### src/rtl/mux_alu_src.sv
// ALU B-operand source select for the execute stage.
// The combinational path picks the forwarded register value, the extended
// immediate or PC+4 and presents it to the ALU with no latency. A registered
// copy of the operand and of the select code is kept for downstream use and
// debug, and a sticky flag records any use of the reserved select code.
module mux_alu_src #(
    parameter int WIDTH = 32
) (
    input  logic             clk,
    input  logic             reset,
    input  logic             en,
    input  logic [1:0]       AluSrc,
    input  logic [WIDTH-1:0] DE_RD2,
    input  logic [WIDTH-1:0] DE_Ext,
    input  logic [WIDTH-1:0] DE_Pc4,
    input  logic [1:0]       FwdB,
    input  logic [WIDTH-1:0] EM_Alu,
    input  logic [WIDTH-1:0] MW_Wd,
    output logic [WIDTH-1:0] AluB,
    output logic [WIDTH-1:0] AluB_q,
    output logic [1:0]       Sel_q,
    output logic             Bad_sel
);

    // AluSrc encodings
    localparam logic [1:0] SRC_REG = 2'd0;
    localparam logic [1:0] SRC_EXT = 2'd1;
    localparam logic [1:0] SRC_PC4 = 2'd2;
    localparam logic [1:0] SRC_RSV = 2'd3;

    // FwdB encodings (code 3 falls back to the register file value)
    localparam logic [1:0] FWD_EM = 2'd1;
    localparam logic [1:0] FWD_MW = 2'd2;

    logic [WIDTH-1:0] w_fwd_rd2;
    logic [WIDTH-1:0] w_alub;
    logic             w_bad_now;

    logic [WIDTH-1:0] r_alub_q;
    logic [1:0]       r_sel_q;
    logic             r_bad_sel;

    // Forwarding mux: resolve the rt operand against in-flight results
    always_comb begin
        w_fwd_rd2 = DE_RD2;
        case (FwdB)
            FWD_EM:  w_fwd_rd2 = EM_Alu;
            FWD_MW:  w_fwd_rd2 = MW_Wd;
            default: w_fwd_rd2 = DE_RD2;
        endcase
    end

    // Source mux: pick the ALU B operand; reserved code drives zero
    always_comb begin
        w_alub = '0;
        case (AluSrc)
            SRC_REG: w_alub = w_fwd_rd2;
            SRC_EXT: w_alub = DE_Ext;
            SRC_PC4: w_alub = DE_Pc4;
            SRC_RSV: w_alub = '0;
            default: w_alub = '0;
        endcase
    end

    assign w_bad_now = (AluSrc == SRC_RSV);

    // Pipeline register: reset wins, otherwise load on enable and hold on stall
    always_ff @(posedge clk) begin
        if (reset) begin
            r_alub_q  <= '0;
            r_sel_q   <= SRC_REG;
            r_bad_sel <= 1'b0;
        end else if (en) begin
            r_alub_q <= w_alub;
            r_sel_q  <= AluSrc;
            if (w_bad_now) begin
                r_bad_sel <= 1'b1;
            end
        end
    end

    assign AluB    = w_alub;
    assign AluB_q  = r_alub_q;
    assign Sel_q   = r_sel_q;
    assign Bad_sel = r_bad_sel;

endmodule

### config.mk
export PLATFORM = sky130hd
export DESIGN_NAME = mux_alu_src
export DESIGN_NICKNAME = d
export VERILOG_FILES = /design/src/rtl/mux_alu_src.sv
export SDC_FILE = /design/constraint.sdc
export NUM_CORES = 1
export LEC_CHECK = 0
export CORE_MARGIN = 3
export CORE_UTILIZATION = 32
export DETAILED_ROUTE_END_ITERATION = 12
export HOLD_SLACK_MARGIN = 0.12
export PLACE_DENSITY = 0.83
export SETUP_SLACK_MARGIN = 0.02
export SLEW_MARGIN = 10
export SYNTH_ARGS = -nofsm -noshare
export SYNTH_HDL_FRONTEND = slang
export SYNTH_SLANG_ARGS = --single-unit
### constraint.sdc
create_clock -name clk -period 2 [get_ports clk]
set_input_delay 0.4 -clock clk [delete_from_list [all_inputs] [get_ports clk]]
set_output_delay 0.4 -clock clk [all_outputs]
set_load 0.02 [all_outputs]
* Word-level counts from Yosys, hierarchy flattened
Index checks and enable logic that the tools add are counted.
** Storage, ports and cells
- Register bits after elaboration :: 35
- Bits of input ports :: 167
- Output and inout bits :: 67
- Word-level logic and storage cells :: 12
** Operators by class
- Eq/ne operators :: 5
- Mux-type cells :: 2
- Reductions and logical operators :: 2
** Operators by type and width (count)
- 32-bit case mux with 4 select lines :: 1
- 32-bit case mux with 2 select lines :: 1
- 2-bit == test (second input constant) :: 3
- 2-bit by 1-bit == test with 1-bit output (second input constant) :: 2
- 2-bit logical NOT :: 1
- 2-bit AND reduction :: 1

* Logic depth before layout (Yosys ltp)
Gate-level depths: netlist of run 1.
- Word-level depth :: 3
- Depth in mapped cells :: 7
- Mapped depth without buffers :: 5

* Worst setup path before layout of run 1
OpenSTA, ideal clock, no wires.
- Path kind :: input -> output
- Start point :: input port FwdB[0]
- End point :: output port AluB[24]
- Arrival :: 1.612 ns
- Data required time :: 1.600 ns
- Path slack :: -0.012 ns
- Stages on the path :: 7
- Buffers on the path :: 2
- Cell sequence :: inv_1 > ha_1 > buf_2 > clkbuf_1 > a221oi_1 > a211o_1 > nand2_1
** On the way
- Word-level cells in the longest chain between the ends :: 3
- Elaborated cells on any way between the ends :: 4
- Classes of those cells :: eq/ne (2); mux (2)
** Ends and longest elaborated chain
- from (decl) :: RTL line 16 : input logic [1:0] FwdB,
- 2-bit == test / 2-bit by 1-bit == test with 1-bit output (equally long branches) :: RTL line 46 : case (FwdB)
- 32-bit case mux with 2 select lines * :: RTL line 46
- 32-bit case mux with 4 select lines * :: RTL line 56 : case (AluSrc)
- to (decl) :: RTL line 19 : output logic [WIDTH-1:0] AluB,
Every way passes the cells marked *; elsewhere a longest branch is shown, timed or not.

* Worst setup path in the final report of run 1
- Start point :: input port FwdB[0]
- End point :: output port AluB[1]
Same word-level chain as after synthesis.

==> results of run 1 <==
==> cell usage after synthesis <==
cell type	count	area, sq um
a211o_1	32	280
a221oi_1	32	280
a22oi_1	32	240
a311oi_1	2	17.5
a311oi_2	30	450
a31oi_1	1	6.26
buf_1	1	3.75
buf_2	11	55.1
buf_6	1	11.3
buf_8	3	45.0
clkbuf_1	20	75.1
dfxtp_1	35	701
ha_1	2	25.0
inv_1	34	128
mux2i_1	2	20.0
nand2_1	32	120
nor2_1	35	131
nor2b_1	2	12.5
or2_1	1	6.26
==> critical path, stage by stage <==
cell,delay (ns)
buf_8,0.08
inv_4,0.03
ha_4,0.27
buf_12,0.15
buf_12,0.14
a221oi_4,0.19
a211o_1,0.30
nand2_2,0.11
buf_6,0.15
==> worst max-delay path by stage <==
stage | end
floorplan | AluB[0]
global placement | AluB[20]
detailed placement | AluB[20]
CTS | AluB[1]
global route | AluB[1]
finish | AluB[1]
==> state kept, by name (all words and copies together), names as in the netlist <==
name,flops
Bad_sel,1
AluB_q,32
Sel_q,2
==> layer usage <==
| layer | routed length, microns | track usage [%] | vias up |
|---|---|---|---|
| li1 | - | - | 1834 |
| met1 | 6010 | 33.4 | 1972 |
| met2 | 8750 | 58.6 | 314 |
| met3 | 2120 | 9.62 | 84 |
| met4 | 930 | 15.2 | 0 |
| met5 | 0 | 0 | - |
==> report_power, final <==
part,internal [mW],switching (mW)
sequential,0.748,0.0320
combinational,0.977,0.790
clock,0.315,0.262
total,2.04,1.08
==> stage by stage <==
step	cell area (sq um)	utilization, %	TNS [ns]	hold slack, ns	setup WS [ns]
global route	6600	84.5	-3.34	0.520	-0.249
global placement	5550	71.0	-36.27	0.452	-0.921
CTS	6280	80.4	-0.637	0.485	-0.0487
finish	6600	84.5	-2.15	0.482	-0.242
floorplan	2610	-	-0.184	0.547	-0.0102
detailed placement	5550	71.0	-38.28	0.465	-0.973
==> timing repair <==
action | in CTS | in global routing
endpoints found under the hold margin | 0 | 0
pin swaps | 20 | 23
endpoints found under the setup margin | 54 | 32
cloned | 8 | 2
buffers inserted | 20 | 10
resized for setup | 254 | 35
hold buffers | 0 | 0
==> area by class of cell <==
class	instances	area (sq um)
repair buffers	349	3580
multi-input cells	203	1950
well taps	102	128
inverters	34	130
diodes	1	2.50
fillers	414	1210
flip-flops and latches	35	701
clock buffers	8	100
==> logic make-up (layout without fill, tap and decap cells) <==
logic type / Yosys count / in the layout / synth area share (%)
compound gates: 129 / 129 / 48.9
buf+inv: 70 / 391 / 12.2
other cells: 0 / 1 / 0
mux: 2 / 2 / 0.767
flops: 35 / 35 / 26.9
fa+ha+maj: 2 / 2 / 0.959
simple gates: 70 / 70 / 10.4
==> metrics, run 1 <==
Synth warnings=0; Crit path arrival time=1.84 ns; initial antenna violation count=1; Leak Pwr=2.77 nW; kind of end point of the critical path=output pin; core outline area=0.00781 sq mm; site row count=32; peak clock frequency supported by timing=446 MHz; GP Congestion=0.812; routed length per placed instance=24.3 microns; minimum clock period=2.24 ns; commonest non-fill, non-tap cells in the layout=clkdlybuf4s50_1, buf_4, dfxtp_1, nor2_1, buf_6; num ports=234; overall die height=96.3 microns; setup repair after global routing missed its margin=yes; ratio of final minimum period to clock period=112%; timing startpoint of the critical path=FwdB[0]; total wire length after detailed routing=about 18000 microns; initial core utilization=33.4%; Syn Inst Count=between 300 and 400; CTS Buffer Depth=2; net count of the mapped netlist=roughly 480; number of design-rule violations left by the first detailed-router iteration=between 200 and 300; overall power after layout=between 3 and 4 mW; layout cell share with drive strength beyond 1=39.3%; status=finished, violations left; number of nets in the finished design=797; critical hold path startpoint=AluB_q[22]; worst-case clock skew=0 ns; number of antenna-violating nets in the routed design=0; CTS tree=yes; number of endpoints with negative hold slack in the final report=0; worst min path class=register to register; worst supply voltage drop on vdd=0.290 mV; Post-Synthesis Mean Instance Area=8.47 sq um; Slew headroom=63.4%; transition at the pin with the smallest max-transition slack=0.549 ns; violations in the final reports=setup timing; DRC=0; GRT Util Overall=32.1%; wire length of the first global-routing pass=approximately 22000 microns; logic depth of the worst register-to-register path=2; total power divided by cell area=474 mW/mm^2; final HPWL from detailed placement=9890 microns; number of cells in the design after placement=just under 700; Congestion Overflow GR=0; fin cells=732; maximum net fanout on the critical path=6; count of different cell masters after synthesis=19; min setup slack post-route=-0.242 ns; post-synth design cell area=between 0.002 and 0.003 sq mm; Hold Crit Depth=2; vias per inst=5.74; area of the die=0.00927 sq mm; register bit total from synthesis=35; vias in the first global route=4166; part of the Yosys area used for sequential elements=26.9%; Port Buffer Count=233; total iterations of the first detailed-routing run=7; die outline width=96.3 microns; Final setup viols=29; number of buffers created by CTS=5; worst setup path class=input pin to output pin; internal reg-to-reg setup slack=1.16 ns; number of max-slew violations in the final report=0; Worst R2R Start=AluB_q[3]; clock slew at reported path FFs=about 0.070 ns; number of clock sinks seen by CTS=35; Layout Area Growth over Synthesis=153%; end of the worst register-to-register path=AluB_q[3]; pin count of the biggest net entering global routing=about 70; startpoint type of the worst setup path=input pin; commonest non-fill, non-tap cell in the layout=clkdlybuf4s50_1; Max Cap Violations=0; number of vias after detailed routing=between 4000 and 5000; count of H-tree levels built during CTS=2; end point of the worst hold path=AluB_q[22]; Skew-Pair Late Insertion Delay=0.28 ns; root buffer cell=clkbuf_8; required time of the worst setup path=around 1.6 ns
(Power assumes the default switching activity.)
==> run 2: changes to the inputs <==
HOLD_SLACK_MARGIN = unset   (was 0.12)
==> results of run 2 <==
No change in the layout: final DEF, timing and power equal those of run 1.
==> run 3: changes to the inputs <==
CORE_AREA = 3 3 90 92   (was unset)
CORE_MARGIN = unset   (was 3)
CORE_UTILIZATION = unset   (was 32)
CTS_CLUSTER_DIAMETER = 40   (was unset)
DIE_AREA = 0 0 93 95   (was unset)
DONT_BUFFER_PORTS = 1   (was unset)
PLACE_DENSITY = unset   (was 0.83)
TNS_END_PERCENT = 1   (was unset)
==> metrics, run 3 (synthesis gave the netlist of run 1 again) <==
wire length of the first global-routing pass=13200 microns; status=completed; area of the die=0.00884 sq mm; Leak Pwr=~1.1 nW; Fillers=744; overall die height=approximately 95 microns; Port Buffer Count=0; number of max-slew violations in the final report=0; maximum net fanout on the critical path=31; site row count=31; kind of end point of the critical path=output pin; number of buffers created by CTS=5; final HPWL from detailed placement=6870 microns; commonest non-fill, non-tap cells in the layout=dfxtp_1, nor2_1, inv_1; total iterations of the first detailed-routing run=4; total area of multi-input combinational cells=0.00164 sq mm; number of antenna-violating nets in the routed design=0; DRC=0; core outline area=0.00729 sq mm; root buffer cell=clkbuf_8; worst-case clock skew=0 ns; number of endpoints with negative hold slack in the final report=0; number of design-rule violations left by the first detailed-router iteration=145; routed length per placed instance=23.6 microns; setup repair after global routing missed its margin=no; worst setup path class=input pin to output pin; count of H-tree levels built during CTS=2; post-placement setup slack=-0.131 ns; total power divided by cell area=687 mW/mm^2; GRT Util Overall=19.1%; overall power after layout=1.93 mW; Congestion Overflow GR=0; number of clock sinks seen by CTS=35; number of flip-flops under the largest register name=32; GP Congestion=roughly 0.8; num ports=approximately 230; crit path buf inv count=2; Layout Area Growth over Synthesis=7.53%; transition at the pin with the smallest max-transition slack=0.469 ns; worst supply voltage drop on vdd=0.281 mV; critical path, cell by cell=inv_1 > ha_4 > buf_12 > a221oi_1 > a211o_1 > nand2_1; vias in the first global route=2561; CTS tree=yes; number of vias after detailed routing=about 2600; core utilization of the finished layout=38.5%; initial core utilization=35.8%; peak clock frequency supported by timing=roughly 530 MHz; Final setup viols=0; minimum clock period=1.90 ns; number of nets in the finished design=458; initial antenna violation count=0; total wire length after detailed routing=9150 microns; Slew headroom=68.7%; Crit path arrival time=1.50 ns; min setup slack post-route=~0.10 ns; worst min path class=input pin to register; Hold Worst Slack=0.182 ns; Max Cap Violations=0; startpoint type of the worst setup path=input pin; required time of the worst setup path=1.60 ns; clock slew at reported path FFs=0.07 ns; ratio of final minimum period to clock period=94.8%; Skew-Pair Late Insertion Delay=about 0.28 ns; vias per inst=6.61; pin count of the biggest net entering global routing=68; cell family with most CP delay=compound AO/OA/AOI/OAI gates; Crit path largest cell delay=0.29 ns; die outline width=93 microns; CTS Buffer Depth=2; Sequential Area=701 sq um; layout cell share with drive strength beyond 1=19.0%; highest-delay cell along the critical path=a221oi_1; number of inserted diodes=0
run 3: stage by stage:
step                      area [sq um]  instances  setup TNS [ns]
after floorplan                   2610        308          -0.184
after global placement            2680        381           -1.86
after detailed placement          2680        381           -1.75
after CTS                         2770        388               0
after global routing              2810        388               0
final                             2810        388               0
run 3: cell type report:
type	instances	area share, %
tap	99	4.42
multi-input combinational	203	58.5
inverter	34	4.55
clock buffer	6	2.94
sequential	35	25.0
timing repair buffer	10	4.46
clock inverter	1	0.178
run 3: worst reg2reg max path: cells and delay by family, from the launching register on:
family,cells,cell delay [ns]
simple gates,1,0.10
flops,1,0.47
compound gates,1,0.27
run 3: where the power goes:
part / total (mW) / leakage [nW] / internal (mW) / switching, mW
clock network: 0.534 / 0.0470 / 0.271 / 0.263
registers: 0.849 / 0.290 / 0.748 / 0.100
logic: 0.543 / 0.778 / 0.202 / 0.341
run 3: path summary, 6_finish.rpt:
check | slack (ns) | startpoint | depth (start not counted) | to
worst min-delay path | 0.18 | reset | 1 | AluB_q[31]
worst max-delay path | 0.10 | FwdB[0] | 6 | AluB[12]
worst max register to register | 1.07 | AluB_q[20] | 2 | AluB_q[20]
worst min register to register | 0.60 | AluB_q[29] | 2 | AluB_q[29]
run 3: timing repair:
item | in CTS | in global routing
hold buffers | 0 | 0
resized for setup | 2 | 5
setup endpoints to repair | 18 | 19
setup buffers | 0 | 0
run 3: metal layers:
metal / wire [microns] / global-route usage [%]
met4: 194 / 6.47
met2: 4550 / 34.5
met5: 0 / 0
met1: 3330 / 21.2
met3: 1080 / 6.06
